## config.mk

```make
export PLATFORM = sky130hd
export DESIGN_NAME = filter_spad_ctrl
export DESIGN_NICKNAME = d
export VERILOG_FILES = /design/src/rtl/filter_spad_ctrl.sv
export SDC_FILE = /design/constraint.sdc
export NUM_CORES = 1
export LEC_CHECK = 0
export BUFFER_PORTS_ARGS = -buffer_cell sky130_fd_sc_hd__buf_4
export CAP_MARGIN = 30
export CORE_AREA = 2 2 100 174
export DETAILED_ROUTE_END_ITERATION = 7
export DIE_AREA = 0 0 102 176
export PLACE_DENSITY = 0.75
export SYNTH_ARGS = -nofsm -noshare
export SYNTH_HDL_FRONTEND = slang
export SYNTH_SLANG_ARGS = --single-unit
```

## constraint.sdc

```tcl
create_clock -name clk -period 25 [get_ports clk]
set_input_delay 5 -clock clk [delete_from_list [all_inputs] [get_ports clk]]
set_output_delay 5 -clock clk [all_outputs]
set_load 0.1 [all_outputs]
```

## src/rtl/filter_spad_ctrl.sv

```systemverilog
// Filter scratchpad sequencer: fills the spad from the weight FIFO, then replays
// read addresses in (window, s, c, f) order under MAC back-pressure.
module filter_spad_ctrl #(
  parameter int MEM_DEPTH  = 224,
  parameter int ADDR_WIDTH = $clog2(MEM_DEPTH),
  parameter int CNT_WIDTH  = 8
) (
  input  logic                  clk,
  input  logic                  reset,
  input  logic                  start,
  input  logic [ADDR_WIDTH-1:0] cfg_s,
  input  logic [ADDR_WIDTH-1:0] cfg_c,
  input  logic [ADDR_WIDTH-1:0] cfg_f,
  input  logic [CNT_WIDTH-1:0]  cfg_win,
  input  logic                  fil_valid,
  output logic                  fil_ready,
  output logic                  spad_clr,
  output logic                  spad_w_en,
  input  logic                  spad_full,
  output logic                  spad_r_en,
  output logic [ADDR_WIDTH-1:0] spad_r_addr,
  input  logic                  mac_ready,
  output logic                  mac_valid,
  output logic                  mac_last,
  output logic                  busy,
  output logic                  done,
  output logic                  cfg_err
);

  localparam int PROD_W = 3 * ADDR_WIDTH;
  localparam int LW     = ADDR_WIDTH + 1;

  typedef enum logic [1:0] {IDLE, LOAD, RUN, DONE} state_t;

  state_t                state_q, state_d;
  logic [PROD_W-1:0]     n_full;
  logic                  cfg_ok;
  logic                  accept;
  logic [LW-1:0]         n_q;
  logic [LW-1:0]         ld_cnt_q;
  logic [ADDR_WIDTH-1:0] idx_q;
  logic [CNT_WIDTH-1:0]  win_q;
  logic [CNT_WIDTH-1:0]  w_q;
  logic                  clr_q;
  logic                  err_q;
  logic                  vld_p1;
  logic                  last_p1;
  logic                  loading;
  logic                  load_last;
  logic                  idx_last;
  logic                  win_last;
  logic                  overfill;

  // Shape product kept at full width so an oversized S*C*F cannot alias into range.
  always_comb begin
    n_full = PROD_W'(cfg_s) * PROD_W'(cfg_c) * PROD_W'(cfg_f);
    cfg_ok = (cfg_s != '0) && (cfg_c != '0) && (cfg_f != '0) && (cfg_win != '0) &&
             (n_full <= PROD_W'(MEM_DEPTH));
    accept = (state_q == IDLE) && start && cfg_ok;
  end

  // With f innermost, (s*C + c)*F + f is simply the linear issue index in a window.
  assign loading     = (state_q == LOAD) && (ld_cnt_q < n_q);
  assign load_last   = (ld_cnt_q == n_q - LW'(1));
  assign idx_last    = ({1'b0, idx_q} == n_q - LW'(1));
  assign win_last    = (w_q == win_q - CNT_WIDTH'(1));
  assign overfill    = loading && spad_full;

  assign fil_ready   = loading;
  assign spad_w_en   = fil_valid && loading && !spad_full;
  assign spad_r_en   = (state_q == RUN) && mac_ready;
  assign spad_r_addr = idx_q;
  assign spad_clr    = clr_q;
  assign mac_valid   = vld_p1;
  assign mac_last    = last_p1;
  assign busy        = (state_q == LOAD) || (state_q == RUN);
  assign done        = (state_q == DONE);
  assign cfg_err     = err_q;

  always_ff @(posedge clk) begin
    if (!reset) state_q <= IDLE;
    else        state_q <= state_d;
  end

  always_comb begin
    state_d = state_q;
    case (state_q)
      IDLE: if (accept) state_d = LOAD;
      LOAD: begin
        if (overfill)                    state_d = IDLE;
        else if (spad_w_en && load_last) state_d = RUN;
      end
      RUN:  if (spad_r_en && idx_last && win_last) state_d = DONE;
      DONE: state_d = IDLE;
      default: state_d = IDLE;
    endcase
  end

  always_ff @(posedge clk) begin
    if (!reset) begin
      n_q      <= '0;
      win_q    <= '0;
      ld_cnt_q <= '0;
      idx_q    <= '0;
      w_q      <= '0;
      clr_q    <= 1'b0;
      err_q    <= 1'b0;
      vld_p1   <= 1'b0;
      last_p1  <= 1'b0;
    end else begin
      clr_q <= accept;
      // p1: spad read data appears one cycle after issue
      vld_p1  <= spad_r_en;
      last_p1 <= spad_r_en && idx_last;
      case (state_q)
        IDLE: begin
          if (start) begin
            if (cfg_ok) begin
              n_q      <= n_full[LW-1:0];
              win_q    <= cfg_win;
              ld_cnt_q <= '0;
              idx_q    <= '0;
              w_q      <= '0;
              err_q    <= 1'b0;
            end else begin
              err_q <= 1'b1;
            end
          end
        end
        LOAD: begin
          if (overfill)       err_q    <= 1'b1;
          else if (spad_w_en) ld_cnt_q <= ld_cnt_q + LW'(1);
        end
        RUN: begin
          if (spad_r_en) begin
            if (idx_last) begin
              idx_q <= '0;
              w_q   <= win_last ? '0 : w_q + CNT_WIDTH'(1);
            end else begin
              idx_q <= idx_q + ADDR_WIDTH'(1);
            end
          end
        end
        default: ;
      endcase
    end
  end

endmodule

```

# After elaboration in Yosys (flattened, before gate mapping)
# Cells that the tools add are included.
totals:
  in_bits: 38
  mem_count: 0
  register_bits: 48
  ramBits: 0
  elab_cells: 87
  latchBits: 0
  rom_bits: 0
  out_inout_bits: 17
op_classes:
  mux: 23
  n_reduce_logical: 29
  multipliers: 2
  bitwise_logic: 0
  div: 0
  shift: 0
  eq_ne: 16
  n_addsub: 5
  order_cmp: 2
ops:
  columns: ["cell", "n"]
  rows:
  - ["$mux W8", 7]
  - ["$mux W9", 4]
  - ["$pmux W8 S2", 2]
  - ["$reduce_bool A8 Y1", 4]
  - ["$le A24 B8 Y1 const B", 1]
  - ["$mul A16 B8 Y24", 1]
  - ["$pmux W9 S2", 1]
  - ["$add A8 B1 Y8 const B", 2]
  - ["$mul A8 B8 Y16", 1]
  - ["$ne A2 B2 Y1 const B", 8]
  - ["$logic_and A1 B1 Y1", 14]
  - ["$reduce_and A5 Y1", 2]
  - ["$add A9 B1 Y9 const B", 1]
  - ["$eq A8 B9 Y1", 1]
  - ["$eq A9 B9 Y1", 1]
  - ["$lt A9 B9 Y1", 1]
  - ["$reduce_and A3 Y1", 3]
  - ["$sub A9 B1 Y9 const B", 1]
  - ["$eq A8 B8 Y1", 1]
  - ["$mux W2", 4]
  - ["$pmux W2 S4", 1]
  - ["$sub A8 B1 Y8 const B", 1]
  - ["$eq A2 B2 Y1 const B", 2]
  - ["$reduce_and A4 Y1", 1]
  - ["9 further kinds", 12]

# Depth between registers and ports, before layout
# Gate-level depths: netlist (run 1).
logic_depth:
  depth_word: 8
  ltp_mapped: 42

# Worst setup path before layout (run 1)
# Ideal clock, no wire load.
synth_timing:
  path_kind: "input -> register"
  from: "input port cfg_c[7]"
  to: "register w_q[4]"
  t_required_ps: 24913
  path_buffers: 2
  t_arrival_ps: 13964
  stages: 34
  setup_slack_ps: 10949
  path_cell_list: "clkbuf_1 > nand2_1 > fa_1 > fa_1 > fa_1 > fa_1 > inv_1 > ha_1 > a21boi_0 > o21ai_0 > a21boi_0 > o21ai_0 > nor2b_1 > xnor2_1 > nand2_1 > fa_1 > inv_1 > fa_1 > fa_1 > inv_1 > fa_1 > inv_1 > ha_1 > buf_4 > and3_1 > and2_1 > nor3_1 > a211oi_2 > mux2i_1 > or4_4 > nor4b_4 > a21oi_2 > or4_4 > o31ai_1"
synth_between:
  elab_chain_cells: 7
  word_cells_on_any_way: 10
synth_lines:
  columns: ["item", "line", "rtl"]
  rows:
  - ["start: declaration", "12", "input logic [ADDR_WIDTH-1:0] cfg_c,"]
  - ["branches (longest 4 deep; another with $mul A16 B8 Y24)", null, null]
  - ["$logic_and A1 B1 Y1 *", "57", "cfg_ok = (cfg_s != '0) && (cfg_c != '0) && (cfg_f != '0) && (cfg_win != '0) &&"]
  - ["$ne A2 B2 Y1 (no line) *", null, null]
  - ["$reduce_and A5 Y1 (no line) *", null, null]
  - ["end signal: assignment", "138", "w_q <= win_last ? '0 : w_q + CNT_WIDTH'(1);"]
  - ["end: declaration", "43", "logic [CNT_WIDTH-1:0] w_q;"]
# Mark *: on every way between the ends.
# A chain may end at the register's enable or synchronous reset.

# Worst setup path after layout (run 1)
layout_timing:
  from: "input port cfg_c[4]"
  to: "register n_q[0]"
layout_between:
  elab_chain_cells: 6
  word_cells_on_any_way: 9
layout_lines:
  columns: ["item", "line", "rtl"]
  rows:
  - ["branches (longest 4 deep; another with $mul A16 B8 Y24)", null, null]
  - ["$logic_and A1 B1 Y1 *", "57", null]
  - ["$reduce_and A3 Y1 (no line) *", null, null]
  - ["end signal: assignment", "119", "n_q <= n_full[LW-1:0];"]
  - ["end: declaration", "39", "logic [LW-1:0] n_q;"]
# Marked as above.

==> flow_results.org, run 1 <==
** Status
- The run finished with clean final reports.

** Logic synthesis
- In the post-synthesis netlist, the biggest area contributors are sky130_fd_sc_hd__fa_1 25%, sky130_fd_sc_hd__ha_1 13%, sky130_fd_sc_hd__dfxtp_1 10%.
- Synthesized instance count :: 1,145
- Yosys mapped a number of flops with a built-in enable equal to 0.
- Number of warnings issued by yosys :: 0
- Post-synth top area cell :: sky130_fd_sc_hd__fa_1
- Unique cell type count in the Yosys netlist :: 61
- sky130_fd_sc_hd__inv_1 is the most common cell in the netlist.
- Register bit total from synthesis :: 48
- Fraction of synthesized cell area taken by the top area cell type :: 25.4%
- Summed instance area of the synthesized netlist :: 9460 um^2
- Ys flop type :: sky130_fd_sc_hd__dfxtp_1
- Top cell types by occurrence after synthesis :: 171 x sky130_fd_sc_hd__inv_1, 120 x sky130_fd_sc_hd__fa_1, 116 x sky130_fd_sc_hd__and2_1, 102 x sky130_fd_sc_hd__nand2_1, 98 x sky130_fd_sc_hd__ha_1
- Sequential fraction of the synthesis area :: 10.2%
- Number of nets in the synthesized netlist :: 1,401
- The average instance in the mapped netlist occupies 8.26 um^2.
- Share of flip-flops with an asynchronous set or reset after synthesis :: 0%

** Routing
- The first TritonRoute pass finished after 4 iterations.
- In this run, the number of DRC markers left after iteration 0 of detailed routing was 227.
- Drt via density :: 5.71
- DR DRC count :: 0
- Vias :: 7,918
- For this block, the routed nets add up to 23,100 um of wire.
- In the final routed layout, each cell accounts on average for 16.7 um.
- Once detail routing completed, the nets flagged for antenna violations numbered 0.

** Critical path
- The critical path contains buffers and inverters numbering 6 combined.
- The critical path starts at cfg_c[4].
- Broken down by cell family, the worst path's largest delay share belongs to adder cells.
- CP peak stage delay :: 0.78 ns
- By instance count, the cell type seen most on the critical path is sky130_fd_sc_hd__fa_1.
- Among all stages on the critical path, the largest delay is contributed by sky130_fd_sc_hd__nand3_1.
- Crit path arrival time :: 15.32 ns
- Type of element capturing the critical path :: flip-flop
- Critical path required time :: 25.22 ns
- Element type at the critical path start :: input port
- Path type of the worst setup path :: in -> reg
- In this run the critical register-to-register path is launched from n_q[0]$_SDFFE_PN0P_.
- Along the worst path, the maximum fanout reaches 19.

** Timing
- Static timing analysis puts the maximum clock frequency at 66.2 MHz.
- Hold is met by 0.487 ns.
- Tmin final :: 15.10 ns
- Pins over their slew limit :: 0
- The final-report hold violation count is 0.
- Worst clock skew :: 0.00267 ns
- Unrepaired setup endpoints after global routing :: false
- Final Worst Setup Slack :: 9.90 ns
- Setup violations remaining at the end of the flow were counted as 0.
- Post-route setup TNS :: 0 ns
- Worst slew pin tran :: 1.03 ns
- Final clock period utilization by the worst path :: 60.4%
- Relative slew slack :: 31.3%

** Global routing
- First-pass GRT wire length :: 39,400 um
- Global routing finished with a remaining overflow of 0.
- Number of global-route vias before repair :: 8,498
- In the global route stage, met1 resource usage came out at 26.5%.
- Routing usage on met3 :: 3.17%
- For this run, global-route usage on met2 was measured as 53.9%.
- GRT Overall Usage :: 27.7%
- In this run the most used layer during global routing was met2.
- Antenna violations before repair :: 1
- Pin count of the biggest net entering global routing :: 46

** Clock tree
- Clock tree from TritonCTS :: yes
- Clock transition at the registers of the reported paths :: 0.06 ns
- # Post-CTS Setup Buffers :: 0
- For this design, the CTS-stage hold fixing added 0 buffers.
- The later pin in the worst-skew pair is clocked with a latency of 0.30 ns.
- The number of clock buffers added by TritonCTS is 5.
- Root buffer cell :: sky130_fd_sc_hd__clkbuf_16
- Counting along the longest clock path gives a buffer depth of 2.
- Sinks on the clock net :: 48
- Depth of the CTS H-tree :: 2
- Count of instances resized after the clock tree is built :: 0

** Die
- The die is 102 um wide.
- Area of the core :: 16,400 um^2
- Die Footprint :: 18,000 um^2
- Effective utilization at floorplan :: 57.5%
- From bottom edge to top edge, the die measures 176 um.
- Pin placement for this block handled 55 I/O pins.
- Std cell rows :: 62

** Place
- The congestion estimate from routability-driven global placement came to 0.934.
- Timing analysis after detailed placement gives a worst setup slack of 9.56 ns.
- Dpl hpwl :: 19,500 um
- The count of buffers added on input and output ports is 54.

** Cells and area
- Antenna cell count :: 0
- Post-layout nets :: 1,418
- In the final layout, the share of cells above drive strength 1 is 6.71%.
- Utilization of the core after routing :: 61.4%
- Area grow syn2layout :: 6.76%

** Hold path
- Hold crit path type :: reg -> reg
- The worst hold path begins at n_q[8]$_SDFFE_PN0P_.

** Run
- MaxCap Viol Count :: 0
cell type report:
| cell class | instances | area (um^2) |
|---|---|---|
| clock inverters | 1 | 5.00 |
| well taps | 224 | 280 |
| fillers | 1511 | 6350 |
| repair buffers | 55 | 413 |
| inverters | 171 | 642 |
| multi-input cells | 881 | 7670 |
| clock buffers | 6 | 129 |
| flip-flops and latches | 48 | 961 |
metal layers:
metal | vias to the layer above | wire (um)
met4 | 0 | 1460
met1 | 3851 | 7860
met5 | - | 0
met2 | 177 | 13200
li1 | 3801 | -
met3 | 89 | 609
stage by stage:
| stage | instances | instance area [um^2] |
|---|---|---|
| 6_report | 1386 | 10100 |
| 5_1_grt | 1386 | 10100 |
| 4_1_cts | 1386 | 10100 |
| 3_5_place_dp | 1379 | 9960 |
| 3_3_place_gp | 1379 | 9960 |
| 2_1_floorplan | 1145 | 9460 |
worst reg2reg max path, delay by kind of cell (launching register included):
family / cells / cell delay (ns)
simple gates: 6 / 1.92
compound gates: 2 / 0.46
flops: 1 / 0.37
xor+xnor: 1 / 0.31
fa+ha+maj: 1 / 0.29
buf+inv: 1 / 0.08
kinds of logic (layout without fill, tap and decap cells):
logic type / after synthesis / after routing / share of synthesized area (%)
DFF: 48 / 48 / 10.2
and+or+nand+nor: 425 / 425 / 24.1
buffers and inverters: 216 / 233 / 8.77
adders and majority gates: 218 / 218 / 38.4
muxes: 20 / 20 / 2.12
xor gates and xnor gates: 54 / 54 / 5.15
AOI/OAI and AO/OA: 164 / 164 / 11.4
worst paths after layout:
check | slack, ns | cells after the start | endpoint
max | 9.90 | 35 | n_q[0]$_SDFFE_PN0P_
max reg2reg | 21.50 | 11 | w_q[1]$_SDFFE_PN0P_
min reg2reg | 0.49 | 1 | n_q[8]$_SDFFE_PN0P_
min | 0.49 | 1 | n_q[8]$_SDFFE_PN0P_
registers in the layout, indices dropped and copies added, names as in the netlist, named ones only:
| name | flops |
|---|---|
| ld_cnt_q | 9 |
| n_q | 9 |
| spad_r_addr | 8 |
| w_q | 8 |
| win_q | 8 |
| cfg_err | 1 |
| mac_last | 1 |
| mac_valid | 1 |
| spad_clr | 1 |
| state_q | 1 |
placed cells by master (no fill, tap or decap), types with 9 or more instances in the layout:
master	netlist	final
sky130_fd_sc_hd__a21oi_1	36	36
sky130_fd_sc_hd__and2_1	116	116
sky130_fd_sc_hd__and3_1	24	24
sky130_fd_sc_hd__buf_4	4	55
sky130_fd_sc_hd__dfxtp_1	48	48
sky130_fd_sc_hd__fa_1	120	120
sky130_fd_sc_hd__ha_1	98	98
sky130_fd_sc_hd__inv_1	171	171
sky130_fd_sc_hd__mux2i_1	20	20
sky130_fd_sc_hd__nand2_1	102	102
sky130_fd_sc_hd__nand2b_1	12	12
sky130_fd_sc_hd__nand3_1	23	23
sky130_fd_sc_hd__nor2_1	64	64
sky130_fd_sc_hd__nor2b_1	9	9
sky130_fd_sc_hd__nor3_1	14	14
sky130_fd_sc_hd__nor4_1	12	12
sky130_fd_sc_hd__o211ai_1	10	10
sky130_fd_sc_hd__o21ai_0	41	41
sky130_fd_sc_hd__o311ai_0	11	11
sky130_fd_sc_hd__or3_1	10	10
sky130_fd_sc_hd__xnor2_1	34	34
sky130_fd_sc_hd__xor2_1	19	19
Power of run 1 is left out: the tool's default activity adds up to more than one toggle a clock period on the data nets, which glitch-free logic cannot reach.
==> inputs of run 2 (changes only) <==
--- a/config.mk
+++ b/config.mk
@@ -5,11 +5,12 @@
 export SDC_FILE = /design/constraint.sdc
 export NUM_CORES = 1
 export LEC_CHECK = 0
+export ABC_AREA = 1
 export BUFFER_PORTS_ARGS = -buffer_cell sky130_fd_sc_hd__buf_4
 export CAP_MARGIN = 30
-export CORE_AREA = 2 2 100 174
+export CORE_AREA = 2 2 103 179
 export DETAILED_ROUTE_END_ITERATION = 7
-export DIE_AREA = 0 0 102 176
+export DIE_AREA = 0 0 105 181
 export PLACE_DENSITY = 0.75
 export SYNTH_ARGS = -nofsm -noshare
 export SYNTH_HDL_FRONTEND = slang
==> constraint.sdc (replaced) <==
create_clock -name clk -period 15.1 [get_ports clk]
set_input_delay 3.02 -clock clk [delete_from_list [all_inputs] [get_ports clk]]
set_output_delay 3.02 -clock clk [all_outputs]
set_load 0.1 [all_outputs]
==> flow_results.org, run 2 <==
** Status
- The run finished with clean final reports.

** Timing
- Setup repair after global routing left no endpoint under its margin.
- Relative slew slack :: 53.1%
- Number of failing setup endpoints in the final timing report :: 0
- Derived from the worst setup path, the maximum achievable clock frequency is 83.2 MHz.
- Pins over their slew limit :: 0
- The final-report hold violation count is 0.
- For the pin with the worst max-slew slack, the measured transition is 0.698 ns.
- Final clock period utilization by the worst path :: 79.6%
- The smallest clock period supported by the final layout is computed as 12.02 ns.
- Worst clock skew :: 0.00617 ns
- In the final timing run, aggregate negative setup slack is 0 ns.

** Global routing
- The total overflow left after global routing is 0.
- First-pass GRT wire length :: 44,700 um
- Antenna violations before repair :: 0
- Across every metal layer, demand over resource in global routing totals 29.3%.
- Number of global-route vias before repair :: 9,837
- Pin count of the biggest net entering global routing :: 37

** Critical path
- Worst setup slack for register-to-register paths :: 12.20 ns
- Element type at the critical path start :: input port
- Path type of the worst setup path :: in -> reg
- Crit path arrival time :: 12.25 ns
- CP peak stage delay :: 0.55 ns
- The worst setup path is captured at a flip-flop.
- Maximum net fanout on the critical path :: 24
- The most numerous cell type found on the critical path is sky130_fd_sc_hd__fa_1.
- Slowest stage cell on the critical path :: sky130_fd_sc_hd__fa_1
- STA puts the critical path data required time at 15.33 ns.
- Measured in cells, the most critical reg-to-reg path has a length of 13.
- The endpoint identified for the worst register-to-register timing path is spad_r_addr[6]$_SDFFE_PN0P_.
- Origin of the critical flop-to-flop path :: n_q[1]$_SDFFE_PN0P_

** Logic synthesis
- In this run, synthesis produced a sequential element count of 48.
- Number of nets in the synthesized netlist :: 1,766
- Fraction of synthesized cell area taken by the top area cell type :: 24.0%
- Top cell types by occurrence after synthesis :: 348 x sky130_fd_sc_hd__nand2_1, 338 x sky130_fd_sc_hd__inv_1, 213 x sky130_fd_sc_hd__nor2_1, 120 x sky130_fd_sc_hd__fa_1, 98 x sky130_fd_sc_hd__ha_1
- Top area cells in the synthesized netlist :: sky130_fd_sc_hd__fa_1 24%, sky130_fd_sc_hd__nand2_1 13%, sky130_fd_sc_hd__inv_1 13%
- Number of warnings issued by yosys :: 0
- Of the synthesized area, sequential elements account for 9.59%.
- Unique cell type count in the Yosys netlist :: 38
- Count of flip-flops with a built-in enable after synthesis :: 0
- Summed over all instances, the cell type with the most area after synthesis is sky130_fd_sc_hd__fa_1.
- Synthesized instance count :: 1,510
- Yosys instantiated no cell more often than sky130_fd_sc_hd__nand2_1.
- Syn avg cell area :: 6.64 um^2
- Ys flop type :: sky130_fd_sc_hd__dfxtp_1
- The mapped netlist covers 10,000 um^2.
- Share of flip-flops with an asynchronous set or reset after synthesis :: 0%

** Cells and area
- In the layout the commonest cells are 348 x sky130_fd_sc_hd__nand2_1, 338 x sky130_fd_sc_hd__inv_1, 213 x sky130_fd_sc_hd__nor2_1.
- Leaving out fill and tap cells, the most frequent cell in the layout is sky130_fd_sc_hd__nand2_1.
- Area grow syn2layout :: 6.47%
- Fill cell instance count of the final layout :: 1,721
- Cells fill 61.1% of the core in the end.
- The largest registers in the layout are ld_cnt_q: 9 flops, n_q: 9 flops.
- Antenna cell count :: 0
- Post-layout nets :: 1,788
- Share of post-route cells with drive strength above 1 :: 5.48%

** Clock tree
- Count of instances resized after the clock tree is built :: 0
- # Post-CTS Setup Buffers :: 0
- Number of hold buffers added after cts :: 0
- Sinks on the clock net :: 48
- The number of clock buffers added by TritonCTS is 5.
- Root buffer cell :: sky130_fd_sc_hd__clkbuf_16
- Max Root-Sink Buffers :: 2
- CTS built an H-tree with a depth of 2.
- For the worst-skew pair, the clock arrives at the later sink with an insertion delay of 0.30 ns.
- Clock-pin slew was measured on the worst setup and hold paths at 0.07 ns.
- Clock tree from TritonCTS :: yes

** Die
- Die Footprint :: 19,000 um^2
- Die Span Y :: 181 um
- Total I/O pin count :: 55
- The initial utilization of the core area, before any placement, comes to 57.4%.
- The initialized floorplan defines 64 standard-cell rows.
- The die is 105 um wide.
- The core region is 17,500 um^2.

** Hold path
- Startpoint of the worst hold path :: n_q[8]$_SDFFE_PN0P_
- Hold crit path type :: reg -> reg
- Worst hold stages :: 2
- Terminating pin of the worst hold path :: n_q[8]$_SDFFE_PN0P_

** Run
- MaxCap Viol Count :: 0

** Place
- Count of port buffers added during placement :: 54
- Placer congestion estimate :: 0.942
- Dpl hpwl :: 22,500 um

** Routing
- The first TritonRoute pass finished after 5 iterations.
- After detailed routing, the total wire length is 26,300 um.
- Violation count after the first detailed-routing iteration :: 410
- Drt via density :: 5.33
- For this run, design rule violations remaining after detail routing come to 0.
- In this run the remaining antenna-violating nets after routing total 0.
- Dividing the detail-routed wire length by the instance count gives 14.9 um.
- Vias :: 9,404
[run 2: cell count changes in the layout (fill, tap and decap cells not counted), sizes merged, moves of 11 or more]
cell,change
nand2,+250
inv,+169
nor2,+154
and2,-114
nand3,+55
nand4,+28
xnor2,-25
and3,-24
mux2i,-20
xor2,+15
nand2b,-12
nor4,-11
o311ai,-11
[run 2: cell families after synthesis]
family	count (synthesis)	share of synthesized area, %
flip-flops	48	9.59
XOR/XNOR	43	3.76
adder cells (fa/ha/maj)	218	36.2
buffers and inverters	382	14.9
AO/OA/AOI/OAI	95	5.04
AND/OR/NAND/NOR	724	30.5
[run 2: worst max-delay path by stage]
stage	from	end	slack (ns)	depth (start not counted)
finish	cfg_s[0]	spad_r_addr[3]$_SDFFE_PN0P_	3.08	37
floorplan	cfg_s[0]	spad_r_addr[4]$_SDFFE_PN0P_	3.84	37
global route	cfg_s[0]	spad_r_addr[1]$_SDFFE_PN0P_	2.29	37
detailed placement	cfg_s[0]	spad_r_addr[3]$_SDFFE_PN0P_	2.86	37
global placement	cfg_s[0]	spad_r_addr[4]$_SDFFE_PN0P_	3.06	36
CTS	cfg_s[0]	spad_r_addr[3]$_SDFFE_PN0P_	3.15	37
[run 2: final cells by class]
class	count	area, um^2	area share, %
clock buffer	6	139	1.30
timing repair buffer	55	413	3.87
clock inverter	2	15.0	0.141
sequential	48	961	9.01
multi-input combinational	1080	7570	70.9
tap	231	289	2.71
inverter	342	1280	12.0
[run 2: stage by stage]
stage	instance area (um^2)	setup WS [ns]	hold WS, ns	instances
floorplan	10000	3.84	0.449	1510
global placement	10500	3.06	0.469	1756
detailed placement	10500	2.86	0.478	1756
CTS	10700	3.15	0.489	1764
global route	10700	2.29	0.529	1764
finish	10700	3.08	0.487	1764
[run 2: worst max-delay path: cells and delay by family]
| family | cells | cell delay [ns] |
|---|---|---|
| buf+inv | 8 | 0.77 |
| compound gates | 4 | 0.97 |
| fa+ha+maj | 10 | 4.68 |
| xor+xnor | 1 | 0.44 |
| simple gates | 14 | 2.38 |
[run 2: metal layers]
metal | GRT usage, % | vias to the layer above | part of all wire (%)
met4 | 22.0 | 0 | 8.4
met1 | 26.2 | 4413 | 33
met2 | 58.3 | 257 | 56
met3 | 2.81 | 139 | 3.1
li1 | - | 4595 | -
met5 | 0 | - | 0
Power of run 2 is left out for the same reason.
==> inputs of run 3 (changes only) <==
==> constraint.sdc (replaced) <==
create_clock -name clk -period 12.5 [get_ports clk]
set_input_delay 2.5 -clock clk [delete_from_list [all_inputs] [get_ports clk]]
set_output_delay 2.5 -clock clk [all_outputs]
set_load 0.1 [all_outputs]
==> flow_results.org, run 3 (synthesis results as in run 2) <==
** Status
- Outcome :: finished clean

** Routing
- DR DRC count :: 0
- The detailed router finished its first iteration with 338 violations.
- After detailed routing, the total wire length is 26,300 um.
- The count of nets left with antenna violations once routing finished came out at 0.
- The pre-antenna-repair detailed-routing pass consisted of 5 iterations.
- Drt via density :: 5.33
- For this block, the via count after detailed routing is 9,396.
- In the final routed layout, each cell accounts on average for 14.9 um.

** Hold path
- The worst hold path belongs to the class reg -> reg.
- The worst hold path terminates at n_q[8]$_SDFFE_PN0P_.
- Counting instances, the worst hold path has a depth of 2.
- In this run the most critical hold path is launched from n_q[8]$_SDFFE_PN0P_.

** Cells and area
- Summing all multi-input logic gate instances after layout gives 7570 um^2.
- Across the whole layout, storage elements account for 961 um^2.
- Most frequent cells in the layout :: 348 x sky130_fd_sc_hd__nand2_1, 338 x sky130_fd_sc_hd__inv_1, 213 x sky130_fd_sc_hd__nor2_1
- Leaving out fill and tap cells, the most frequent cell in the layout is sky130_fd_sc_hd__nand2_1.
- Post-layout nets :: 1,788
- Area grow syn2layout :: 6.44%
- The largest registers in the layout are ld_cnt_q: 9 flops, n_q: 9 flops.
- The number of antenna diodes in the final layout is 0.
- Share of post-route cells with drive strength above 1 :: 5.48%
- Fill cell instance count of the final layout :: 1,712

** Clock tree
- In this run the number of H-tree levels came out at 2.
- TritonCTS built the clock tree.
- Count of instances resized after the clock tree is built :: 0
- Clock latency on the worst-skew pair :: 0.30 ns
- The longest clock path from root to sink contains 2 buffers.
- In this run, CTS created clock tree buffers numbering 5.
- Number of hold buffers added after cts :: 0
- Root buffer cell :: sky130_fd_sc_hd__clkbuf_16
- In this run the post-CTS setup repair buffer count came out at 0.
- The tree built by TritonCTS fans out to 48 sinks.
- Clock transition at the registers of the reported paths :: 0.07 ns

** Critical path
- Slowest stage cell on the critical path :: sky130_fd_sc_hd__fa_1
- Element type at the critical path start :: input port
- In this run the worst path has a maximum fanout of 24.
- Path type of the worst setup path :: in -> reg
- The startpoint identified for the worst register-to-register timing path is n_q[1]$_SDFFE_PN0P_.
- On the worst path, the slowest cell contributes a delay of 0.55 ns.
- Length in cells of the worst reg-to-reg path :: 14
- The most numerous cell type found on the critical path is sky130_fd_sc_hd__fa_1.
- Data arrives at the worst endpoint at 11.60 ns.
- Worst setup slack for register-to-register paths :: 9.55 ns
- Type of element capturing the critical path :: flip-flop
- Critical path required time :: 12.74 ns

** Timing
- The final-report hold violation count was 0.
- Final clock period utilization by the worst path :: 90.9%
- The number of pins exceeding their max-slew limit in the final report is 0.
- Relative slew slack :: 53.2%
- Between clock sinks in the finished design, the worst skew comes to 0.00547 ns.
- Fmax :: 88.0 MHz
- For the final routed database, the setup TNS stands at 0 ns.
- At the pin with the least slew margin, the transition time is 0.697 ns.
- Tmin final :: 11.36 ns
- Setup violations remaining at the end of the flow were counted as 0.
- Setup repair after global routing left no endpoint under its margin.

** Die
- Measured along the x axis, the die boundary spans 105 um.
- The core region is 17,500 um^2.
- The die covers 19,000 um^2.
- The initial utilization of the core area, before any placement, comes to 57.4%.
- Std cell rows :: 64
- Total I/O pin count :: 55
- The die is 181 um tall.

** Place
- Placer congestion estimate :: 0.928
- Port buffering added 54 buffers.
- Dpl hpwl :: 22,400 um

** Global routing
- The number of antenna violations at the first check in global routing is 0.
- Aggregate global routing overflow :: 0
- Global routing consumed, over all layers together, 29.1% of the routing resources.
- The first global-routing pass estimated 44,600 um of wire.
- The via count of the first global-routing pass came to 9,768.
- Entering global routing, the biggest net connects 37 pins.

** Run
- The tool flagged a number of max-cap violations equal to 0.
## run 3: cell types whose count changed in the layout (fill, tap and decap cells not counted)
cell and delta:
sky130_fd_sc_hd__clkbuf_8 -1, sky130_fd_sc_hd__clkinvlp_4 -2, sky130_fd_sc_hd__clkinv_4 +1, sky130_fd_sc_hd__inv_6 +2
## run 3: worst max-delay path: cells and delay by family
family,cells,cell delay (ns)
xor gates and xnor gates,1,0.41
and+or+nand+nor,14,2.33
adders and majority gates,10,4.68
AOI/OAI and AO/OA,4,0.92
buffers and inverters,8,0.75
## run 3: final cells by class
class / instances / share of cell area [%]
Sequential cell: 48 / 9.01
Clock inverter: 3 / 0.246
Timing Repair Buffer: 55 / 3.87
Clock buffer: 5 / 1.17
Multi-Input combinational cell: 1080 / 71.0
Tap cell: 231 / 2.71
Inverter: 342 / 12.0
## run 3: worst max path at each step
stage,slack (ns),to,cells after the start,from
2_1_floorplan,1.76,spad_r_addr[4]$_SDFFE_PN0P_,37,cfg_s[0]
3_3_place_gp,0.96,spad_r_addr[4]$_SDFFE_PN0P_,36,cfg_s[0]
3_5_place_dp,0.87,spad_r_addr[4]$_SDFFE_PN0P_,37,cfg_s[0]
4_1_cts,1.16,spad_r_addr[1]$_SDFFE_PN0P_,37,cfg_s[0]
5_1_grt,0.41,spad_r_addr[4]$_SDFFE_PN0P_,37,cfg_s[0]
6_report,1.14,spad_r_addr[4]$_SDFFE_PN0P_,37,cfg_s[0]
## run 3: per-layer routing
metal  vias to the layer above  GRT usage, %  share of wire [%]
met1                      4443          27.0                 34
met3                       106          2.09                2.9
met2                       258          58.8                 57
li1                       4589             -                  -
met4                         0          18.8                6.8
met5                         -             0                  0
## run 3: metrics by stage
step                      hold slack [ns]  worst slack, ns  utilization [%]  std cells  area (um^2)
after floorplan                     0.449             1.76                -       1510        10000
after global placement              0.467            0.960             60.2       1756        10500
after detailed placement            0.480            0.874             60.2       1756        10500
after CTS                           0.490             1.16             61.1       1764        10700
after global routing                0.517            0.410             61.1       1764        10700
final                               0.497             1.14             61.1       1764        10700
Power of run 3 is left out for the same reason.
